### src/rtl/soc1_mem_pkg.sv
// Shared constants, port identifier and request bundle for the SoC1 on-chip
// RAM and the masters that share it.
package soc1_mem_pkg;

    localparam int RAM_DEPTH = 5120;
    localparam int RAM_AW    = 13;
    localparam int DATA_W    = 32;
    localparam int BE_W      = 4;
    localparam int ERR_W     = 8;

    // Identifies one of the two masters sharing a slave.
    typedef enum logic {
        PORT0 = 1'b0,
        PORT1 = 1'b1
    } port_e;

    // One master's request as seen by the interconnect.
    typedef struct packed {
        logic [RAM_AW-1:0] address;
        logic              read;
        logic              write;
        logic [BE_W-1:0]   byteenable;
        logic [DATA_W-1:0] writedata;
    } avmm_req_t;

    // True when a word address falls inside the physical RAM.
    function automatic logic in_range(input logic [RAM_AW-1:0] addr);
        return (addr < RAM_AW'(RAM_DEPTH));
    endfunction

endpackage

### src/rtl/soc1_rr_arb2.sv
// Two-way round-robin arbiter. Grants combinationally; on a tie the port that
// did not win last time is chosen. Reusable in front of any shared slave.
module soc1_rr_arb2
    import soc1_mem_pkg::*;
(
    input  logic clk,
    input  logic reset_n,
    input  logic req0_i,
    input  logic req1_i,
    output logic gnt0_o,
    output logic gnt1_o
);

    port_e last_q;
    port_e last_d;

    // Pick a winner: a lone requester always wins, a tie goes to the other port.
    always_comb begin
        // NOTE: every output of a combinational block gets a default first so
        // no path leaves it unassigned, which would infer a latch.
        gnt0_o = 1'b0;
        gnt1_o = 1'b0;
        if (req0_i && req1_i) begin
            if (last_q == PORT1) gnt0_o = 1'b1;
            else                 gnt1_o = 1'b1;
        end else begin
            gnt0_o = req0_i;
            gnt1_o = req1_i;
        end
    end

    // Remember who won; hold through idle cycles.
    always_comb begin
        last_d = last_q;
        if (gnt0_o)      last_d = PORT0;
        else if (gnt1_o) last_d = PORT1;
    end

    // Last-grant register; reset to port 1 so port 0 wins the first tie.
    always_ff @(posedge clk or negedge reset_n) begin
        // NOTE: state registers use non-blocking assignment so every flop
        // samples its pre-edge inputs regardless of block evaluation order.
        if (!reset_n) last_q <= PORT1;
        else          last_q <= last_d;
    end

endmodule

### src/rtl/soc1_ram_arbiter.sv
// Shares the single-port on-chip RAM between two Avalon-MM masters: one
// transfer per cycle, round-robin on contention, read data routed back to the
// issuing master one cycle later, out-of-range accesses dropped and counted.
module soc1_ram_arbiter
    import soc1_mem_pkg::*;
(
    input  logic              clk,
    input  logic              reset_n,

    input  logic [RAM_AW-1:0] av0_address,
    input  logic              av0_read,
    input  logic              av0_write,
    input  logic [BE_W-1:0]   av0_byteenable,
    input  logic [DATA_W-1:0] av0_writedata,
    output logic              av0_waitrequest,
    output logic [DATA_W-1:0] av0_readdata,
    output logic              av0_readdatavalid,

    input  logic [RAM_AW-1:0] av1_address,
    input  logic              av1_read,
    input  logic              av1_write,
    input  logic [BE_W-1:0]   av1_byteenable,
    input  logic [DATA_W-1:0] av1_writedata,
    output logic              av1_waitrequest,
    output logic [DATA_W-1:0] av1_readdata,
    output logic              av1_readdatavalid,

    output logic [RAM_AW-1:0] ram_address,
    output logic [BE_W-1:0]   ram_byteenable,
    output logic              ram_chipselect,
    output logic              ram_write,
    output logic [DATA_W-1:0] ram_writedata,
    output logic              ram_clken,
    input  logic [DATA_W-1:0] ram_readdata,

    output logic [ERR_W-1:0]  err_count
);

    avmm_req_t        req0;
    avmm_req_t        req1;
    avmm_req_t        sel_req;
    logic             want0;
    logic             want1;
    logic             arb_gnt0;
    logic             arb_gnt1;
    logic             gnt0;
    logic             gnt1;
    logic             granted;
    logic             sel_in_range;
    logic             issue_read;
    logic             issue_oor;

    logic             rd_valid_q, rd_valid_d;
    logic             rd_oor_q,   rd_oor_d;
    port_e            rd_owner_q, rd_owner_d;
    logic [ERR_W-1:0] err_q,      err_d;
    logic [DATA_W-1:0] ret_data;

    assign req0 = '{address: av0_address, read: av0_read, write: av0_write,
                    byteenable: av0_byteenable, writedata: av0_writedata};
    assign req1 = '{address: av1_address, read: av1_read, write: av1_write,
                    byteenable: av1_byteenable, writedata: av1_writedata};

    assign want0 = av0_read | av0_write;
    assign want1 = av1_read | av1_write;

    soc1_rr_arb2 u_arb (
        .clk     (clk),
        .reset_n (reset_n),
        .req0_i  (want0),
        .req1_i  (want1),
        .gnt0_o  (arb_gnt0),
        .gnt1_o  (arb_gnt1)
    );

    // No transfer is accepted while reset is held.
    assign gnt0 = arb_gnt0 & reset_n;
    assign gnt1 = arb_gnt1 & reset_n;

    assign av0_waitrequest = ~reset_n | (want0 & ~gnt0);
    assign av1_waitrequest = ~reset_n | (want1 & ~gnt1);

    // Route the winner to the RAM (port 0 when idle) and classify the transfer.
    always_comb begin
        sel_req      = gnt1 ? req1 : req0;
        granted      = gnt0 | gnt1;
        sel_in_range = in_range(sel_req.address);
        // A simultaneous read+write is treated purely as a write.
        issue_read   = granted & sel_req.read & ~sel_req.write;
        issue_oor    = granted & ~sel_in_range;
    end

    assign ram_address    = sel_req.address;
    assign ram_byteenable = sel_req.byteenable;
    assign ram_writedata  = sel_req.writedata;
    assign ram_chipselect = granted & sel_in_range;
    assign ram_write      = granted & sel_in_range & sel_req.write;
    assign ram_clken      = 1'b1;

    // Next state of the read-return tracker and the saturating error counter.
    always_comb begin
        rd_valid_d = issue_read;
        rd_oor_d   = issue_read & ~sel_in_range;
        rd_owner_d = rd_owner_q;
        if (granted) rd_owner_d = gnt1 ? PORT1 : PORT0;

        err_d = err_q;
        if (issue_oor && (err_q != {ERR_W{1'b1}})) err_d = err_q + ERR_W'(1);
    end

    // Read-return pipeline register and error counter.
    always_ff @(posedge clk or negedge reset_n) begin
        if (!reset_n) begin
            rd_valid_q <= 1'b0;
            rd_oor_q   <= 1'b0;
            rd_owner_q <= PORT0;
            err_q      <= '0;
        end else begin
            rd_valid_q <= rd_valid_d;
            rd_oor_q   <= rd_oor_d;
            rd_owner_q <= rd_owner_d;
            err_q      <= err_d;
        end
    end

    // Out-of-range reads return zero instead of whatever the RAM last drove.
    assign ret_data = rd_oor_q ? '0 : ram_readdata;

    assign av0_readdata      = ret_data;
    assign av1_readdata      = ret_data;
    assign av0_readdatavalid = rd_valid_q & (rd_owner_q == PORT0);
    assign av1_readdatavalid = rd_valid_q & (rd_owner_q == PORT1);

    assign err_count = err_q;

endmodule

### config.mk
export PLATFORM = sky130hd
export DESIGN_NAME = soc1_ram_arbiter
export DESIGN_NICKNAME = d
export VERILOG_FILES = /design/src/rtl/soc1_mem_pkg.sv /design/src/rtl/soc1_rr_arb2.sv /design/src/rtl/soc1_ram_arbiter.sv
export SDC_FILE = /design/constraint.sdc
export NUM_CORES = 1
export LEC_CHECK = 0
export BUFFER_PORTS_ARGS = -buffer_cell sky130_fd_sc_hd__buf_4
export CAP_MARGIN = 5
export CELL_PAD_IN_SITES_DETAIL_PLACEMENT = 1
export CELL_PAD_IN_SITES_GLOBAL_PLACEMENT = 1
export CORE_ASPECT_RATIO = 1.75
export CORE_MARGIN = 2
export CORE_UTILIZATION = 16
export CTS_CLUSTER_SIZE = 14
export DETAILED_ROUTE_END_ITERATION = 6
export GPL_TIMING_DRIVEN = 0
export PLACE_DENSITY = 0.77
export SYNTH_ARGS = -nofsm -noshare
export SYNTH_HDL_FRONTEND = slang
export SYNTH_SLANG_ARGS = --single-unit
### constraint.sdc
create_clock -name clk -period 1.62 [get_ports clk]
set_input_delay 0.162 -clock clk [delete_from_list [all_inputs] [get_ports clk]]
set_output_delay 0.162 -clock clk [all_outputs]
set_load 0.005 [all_outputs]
### After elaboration in Yosys (flattened, before gate mapping)

Index checks and enable logic that the tools add are counted.

| storage, ports and cells | value |
|---|---|
| flip-flop bits (word level) | 12 |
| input port bits | 136 |
| word-level logic and storage cells | 43 |

| operators by class | value |
|---|---|
| $add $sub $neg | 1 |
| $lt $le $gt $ge | 1 |
| eq/ne operators | 1 |
| mux-type cells | 9 |
| bitwise logic cells | 23 |
| reduce and logical (&&, ||, !) cells | 3 |

Operators by type and width:

| kind | number |
|---|---|
| $mux W51 | 1 |
| $mux W32 | 1 |
| $lt A13 B13 Y1 const B | 1 |
| $and A1 B1 Y1 | 12 |
| $add A8 B1 Y8 const B | 1 |
| $ne A8 B8 Y1 const B | 1 |
| $mux W1 | 7 |
| $not A1 Y1 | 6 |
| $or A1 B1 Y1 | 5 |
| $logic_and A1 B1 Y1 | 2 |
| $reduce_bool A2 Y1 | 1 |

### Logic depth before layout (Yosys ltp)

| logic depth | value |
|---|---|
| word-level depth | 9 |
| depth in mapped cells | 5 |

### Modules after synthesis

Synthesis repeated with hierarchy kept, for this count alone.

| second synthesis, totals | value |
|---|---|
| cells, all modules | 196 |
| area, all modules | 1,756.7 um2 |

Modules (own cells, without submodules):

| module | instances | cells each | area an instance (um2) | sequential area each (um2) |
|---|---|---|---|---|
| soc1_ram_arbiter | 1 | 190 | 1,701.6 | 275.3 |
| soc1_rr_arb2 | 1 | 6 | 55.1 | 26.3 |

### Worst setup path before layout

No wires, ideal clock.

| timing path | value |
|---|---|
| kind | register to register |
| start | register u_arb.last_q |
| end | register err_q[1] (netlist: err_count[1]) |
| setup time | 0.125 ns |
| data arrival time | 1.417 ns |
| data required time | 1.495 ns |
| slack | 0.078 ns |
| cell stages (with the launch flop) | 6 |
| path buffers | 0 |
| clock period less this slack | 1.542 ns |
| cell sequence | dfstp_2 o21a_2 nor2_4 mux2i_4 nand2_4 mux2_4 |

| between the ends | value |
|---|---|
| cells in the longest elaborated chain, start to end | 8 |
| elaborated cells between the ends (all ways) | 12 |
| classes of those cells | 1 x order compare; 5 x mux; 5 x bitwise; 1 x reduce/logical |

Ends and longest elaborated chain:

| item | RTL line | source |
|---|---|---|
| from (decl) | soc1_rr_arb2.sv:14 | `port_e last_q;` |
| from (signal assigned) | soc1_rr_arb2.sv:44 | `else last_q <= last_d;` |
| $mux W1 | soc1_rr_arb2.sv:24 | `if (last_q == PORT1) gnt0_o = 1'b1;` |
| $mux W1 | soc1_rr_arb2.sv:23 | `if (req0_i && req1_i) begin` |
| $and A1 B1 Y1 | soc1_ram_arbiter.sv:78 | `assign gnt1 = arb_gnt1 & reset_n;` |
| $mux W51 | soc1_ram_arbiter.sv:85 | `sel_req = gnt1 ? req1 : req0;` |
| $lt A13 B13 Y1 | soc1_mem_pkg.sv:28 | `return (addr < RAM_AW'(RAM_DEPTH));` |
| $not A1 Y1 | soc1_ram_arbiter.sv:90 | `issue_oor = granted & ~sel_in_range;` |
| $and A1 B1 Y1 * | soc1_ram_arbiter.sv:90 |  |
| $logic_and A1 B1 Y1 * | soc1_ram_arbiter.sv:108 | `if (issue_oor && (err_q != {ERR_W{1'b1}})) err_d = err_q + ERR_W'(1);` |
| to (signal assigned) | soc1_ram_arbiter.sv:122 | `err_q <= err_d;` |
| to (decl) | soc1_ram_arbiter.sv:56 | `logic [ERR_W-1:0] err_q, err_d;` |

Mark *: on every way between the ends. The rest lies on a longest branch, timed or not.
A chain may end at the register's enable or synchronous reset.

### Final worst setup path

| timing path | value |
|---|---|
| start | register u_arb.last_q |
| end | output port ram_writedata[23] |

| between the ends | value |
|---|---|
| cells in the longest elaborated chain, start to end | 4 |

Ends and longest elaborated chain:

| item | RTL line | source |
|---|---|---|
| $mux W1 | soc1_rr_arb2.sv:24 |  |
| $mux W1 | soc1_rr_arb2.sv:23 |  |
| $and A1 B1 Y1 | soc1_ram_arbiter.sv:78 |  |
| $mux W51 | soc1_ram_arbiter.sv:85 |  |
| to (decl) | soc1_ram_arbiter.sv:32 | `output logic [DATA_W-1:0] ram_writedata,` |

Every way passes these cells.

==> results.sh <==
export IMPL_core_area_mm2=0.0106
export IMPL_fin_skew_ns=0.000657
export IMPL_violations="setup timing"
export IMPL_slew_headroom=0.556
export IMPL_fillers=1237
export IMPL_dp_cells=578
export IMPL_slew_viol_final=0
export IMPL_synthArstFlopShare=1.00
export IMPL_syn_avg_cell_area_um2=9.20
export IMPL_cp_end_kind="output pin"
export IMPL_dr_pass1_iters=4
export IMPL_clk_pin_slew_ns=0.04
export IMPL_ys_ff_latch=12
export IMPL_synth_top_flop_cell="dfrtp_1"
export IMPL_required_ns=1.46
export IMPL_ios=264
export IMPL_cts_root_buf="clkbuf_16"
export IMPL_synthTopCellsByCount="mux2_2, nor2b_1, buf_4, dfrtp_1, xnor2_1"
export IMPL_cts_buffers=3
export IMPL_die_h_um=141
export IMPL_clk_latency_ns=0.24
export IMPL_drc=0
export IMPL_cts_sinks=12
export IMPL_synth_warnings=0
export IMPL_wire_per_inst_um=17.1
export IMPL_worstSetupPathType="flop to output pin"
export IMPL_h_tree_depth=1
export IMPL_yosysMostFrequentCell="mux2_2"
export IMPL_overflow=0
export IMPL_area_growth_synth_to_final_pct=163
export IMPL_critical_path_peak_fanout=5
export IMPL_antenna_found_initial=0
export IMPL_routed_wl_um=10200
export IMPL_p_leak_nw=2.33
export IMPL_slowest_delay_ns=0.54
export IMPL_portBuffers=262
export IMPL_gp_routability_congestion=0.808
export IMPL_drive_gt1_frac=0.829
export IMPL_vdd_drop_max_mv=0.322
export IMPL_fin_nets=607
export IMPL_synth_area_mm2=0.00171
export IMPL_viasPerCell=4.26
export IMPL_grt_setup_unrepaired="true"
export IMPL_period_share=1.15
export IMPL_drtAntennaViolNets=0
export IMPL_ys_types=32
export IMPL_start_kind="flop"
export IMPL_stdcell_count=599
export IMPL_tightest_slew_ns=0.658
export IMPL_layout_min_cycle_time_ns=1.86
export IMPL_critPathArrivalTime_ns=1.70
export IMPL_num_antenna_cells=0
export IMPL_synthCells=186
export IMPL_synth_top_area_frac=0.323
export IMPL_dieArea_mm2=0.0116
export IMPL_grt_pass1_vias=2704
export IMPL_gr_usage_all_layers=0.160
export IMPL_synth_area_top_cells="mux2_2, dfrtp_1, buf_4"
export IMPL_dieWidth_um=82.2
export IMPL_ctsLongestPathBuffers=2
export IMPL_finalSetupViolCount=59
export IMPL_fmax_mhz=537
export IMPL_powerDensity_mw_per_mm2=608
export IMPL_yosysTopAreaCell="mux2_2"
export IMPL_synth_edff_count=0
export IMPL_fin_ws_ns=-0.242
export IMPL_seq_area_frac_synth=0.176
export IMPL_placed_area_mm2=0.00384
export IMPL_drt_iter0_drc=35
export IMPL_num_rows=50
export IMPL_hold_viol_final=0
export IMPL_cts_tree="done"
export IMPL_fin_area_mm2=0.00450
export IMPL_critPathTopFamily="flip-flops"
export IMPL_synthesis_nets=323
export IMPL_path_buf_inv=3
export IMPL_cap_violations=0
export IMPL_vias=2553
export IMPL_grt_pass1_wl_um=14000
export IMPL_outcome="finished, violations left"
export IMPL_grt_start_max_net_pins=12
export IMPL_crit_chain="o21a_4 > nor2_4 > buf_12 > buf_8 > mux2_4 > buf_6"
export IMPL_dpl_hpwl_um=8760
export IMPL_hp_class="input port to flop"
export IMPL_start_util=0.162
export IMPL_cp_slowest_cell="dfstp_2"
-- layout by cell type (no fill, tap or decap), types with 4 or more instances in the layout --
cell,instances
mux2_4,23
o21ai_0,4
nand2_1,6
dfrtp_1,11
buf_4,268
nor2b_1,32
buf_8,4
xnor2_1,4
buf_12,5
buf_6,37
mux2_2,27
clkbuf_16,4
nor2_1,4
-- area by class of cell --
class | instances | area [um^2] | area share
sequential | 12 | 302 | 0.0670
buffer | 41 | 344 | 0.0764
clock buffer | 4 | 88.8 | 0.0197
tap | 130 | 163 | 0.0361
multi-input combinational | 133 | 1300 | 0.289
timing repair buffer | 279 | 2300 | 0.512
-- stage by stage --
step	total power, W	setup TNS (ns)	utilization	hold slack (ns)	worst slack (ns)
2_1_floorplan	0.00102	0	-	-0.134	0.0782
3_3_place_gp	0.00186	-7.20	0.363	0.0400	-0.165
3_5_place_dp	0.00190	-8.77	0.363	0.0478	-0.191
4_1_cts	0.00261	-9.93	0.403	0.227	-0.213
5_1_grt	0.00290	-15.41	0.426	0.242	-0.294
6_report	0.00274	-11.93	0.426	0.243	-0.242
-- worst reg2reg max path, cell delays in order, from the launching register on --
cell and delay [ns]:
dfstp_2 0.37, o21a_4 0.12, nor2_4 0.19, buf_12 0.15, mux2i_4 0.31, buf_6 0.19
nand2_4 0.06, mux2_4 0.30
-- per-layer routing --
metal  wire [um]  GRT usage  up-vias
li1            -          -     1179
met1        2930      0.145     1160
met2        5610      0.319      210
met3        1630     0.0653        4
met4          70     0.0237        0
met5           0          0        -
-- what timing repair did --
action                                 CTS  global route
setup endpoints to repair               86            60
resized for setup                       50            49
hold buffers                             2             0
endpoints found under the hold margin   11             0
pin swaps                                6             6
gates cloned                             2             1
buffers inserted                        10             2
-- logic make-up (layout without fill, tap and decap cells) --
group	count (synthesis)	count (layout)	synth area share
muxes	51	51	0.345
xor gates and xnor gates	7	7	0.0358
DFF	12	12	0.176
adders and majority gates	1	1	0.00731
buffers and inverters	41	324	0.166
other	1	1	0.00219
AOI/OAI and AO/OA	13	13	0.0600
and+or+nand+nor	60	60	0.208
-- where the power goes --
part | leakage, nW | total, W | internal [W] | switching, W
clock | 0.0442 | 0.000500 | 0.000373 | 0.000128
combinational | 2.13 | 0.00175 | 0.00114 | 0.000604
sequential | 0.153 | 0.000490 | 0.000377 | 0.000113
-- flip-flops by register name, summed over array words and instances (netlist names) --
signal / flops
err_count: 8
rd_oor_q: 1
rd_owner_q: 1
rd_valid_q: 1
u_arb.last_q: 1
-- final timing paths --
path / start / to / slack (ns) / depth (start not counted)
max: u_arb.last_q / ram_writedata[23] / -0.24 / 6
min: av0_read / u_arb.last_q / 0.24 / 3
max reg2reg: u_arb.last_q / err_count[1] / -0.20 / 7
min reg2reg: err_count[6] / err_count[6] / 0.50 / 1
max in group asynchronous: reset_n / rd_oor_q / 0.72 / 2
min in group asynchronous: reset_n / err_count[3] / 0.54 / 2
(Power assumes the default switching activity.)
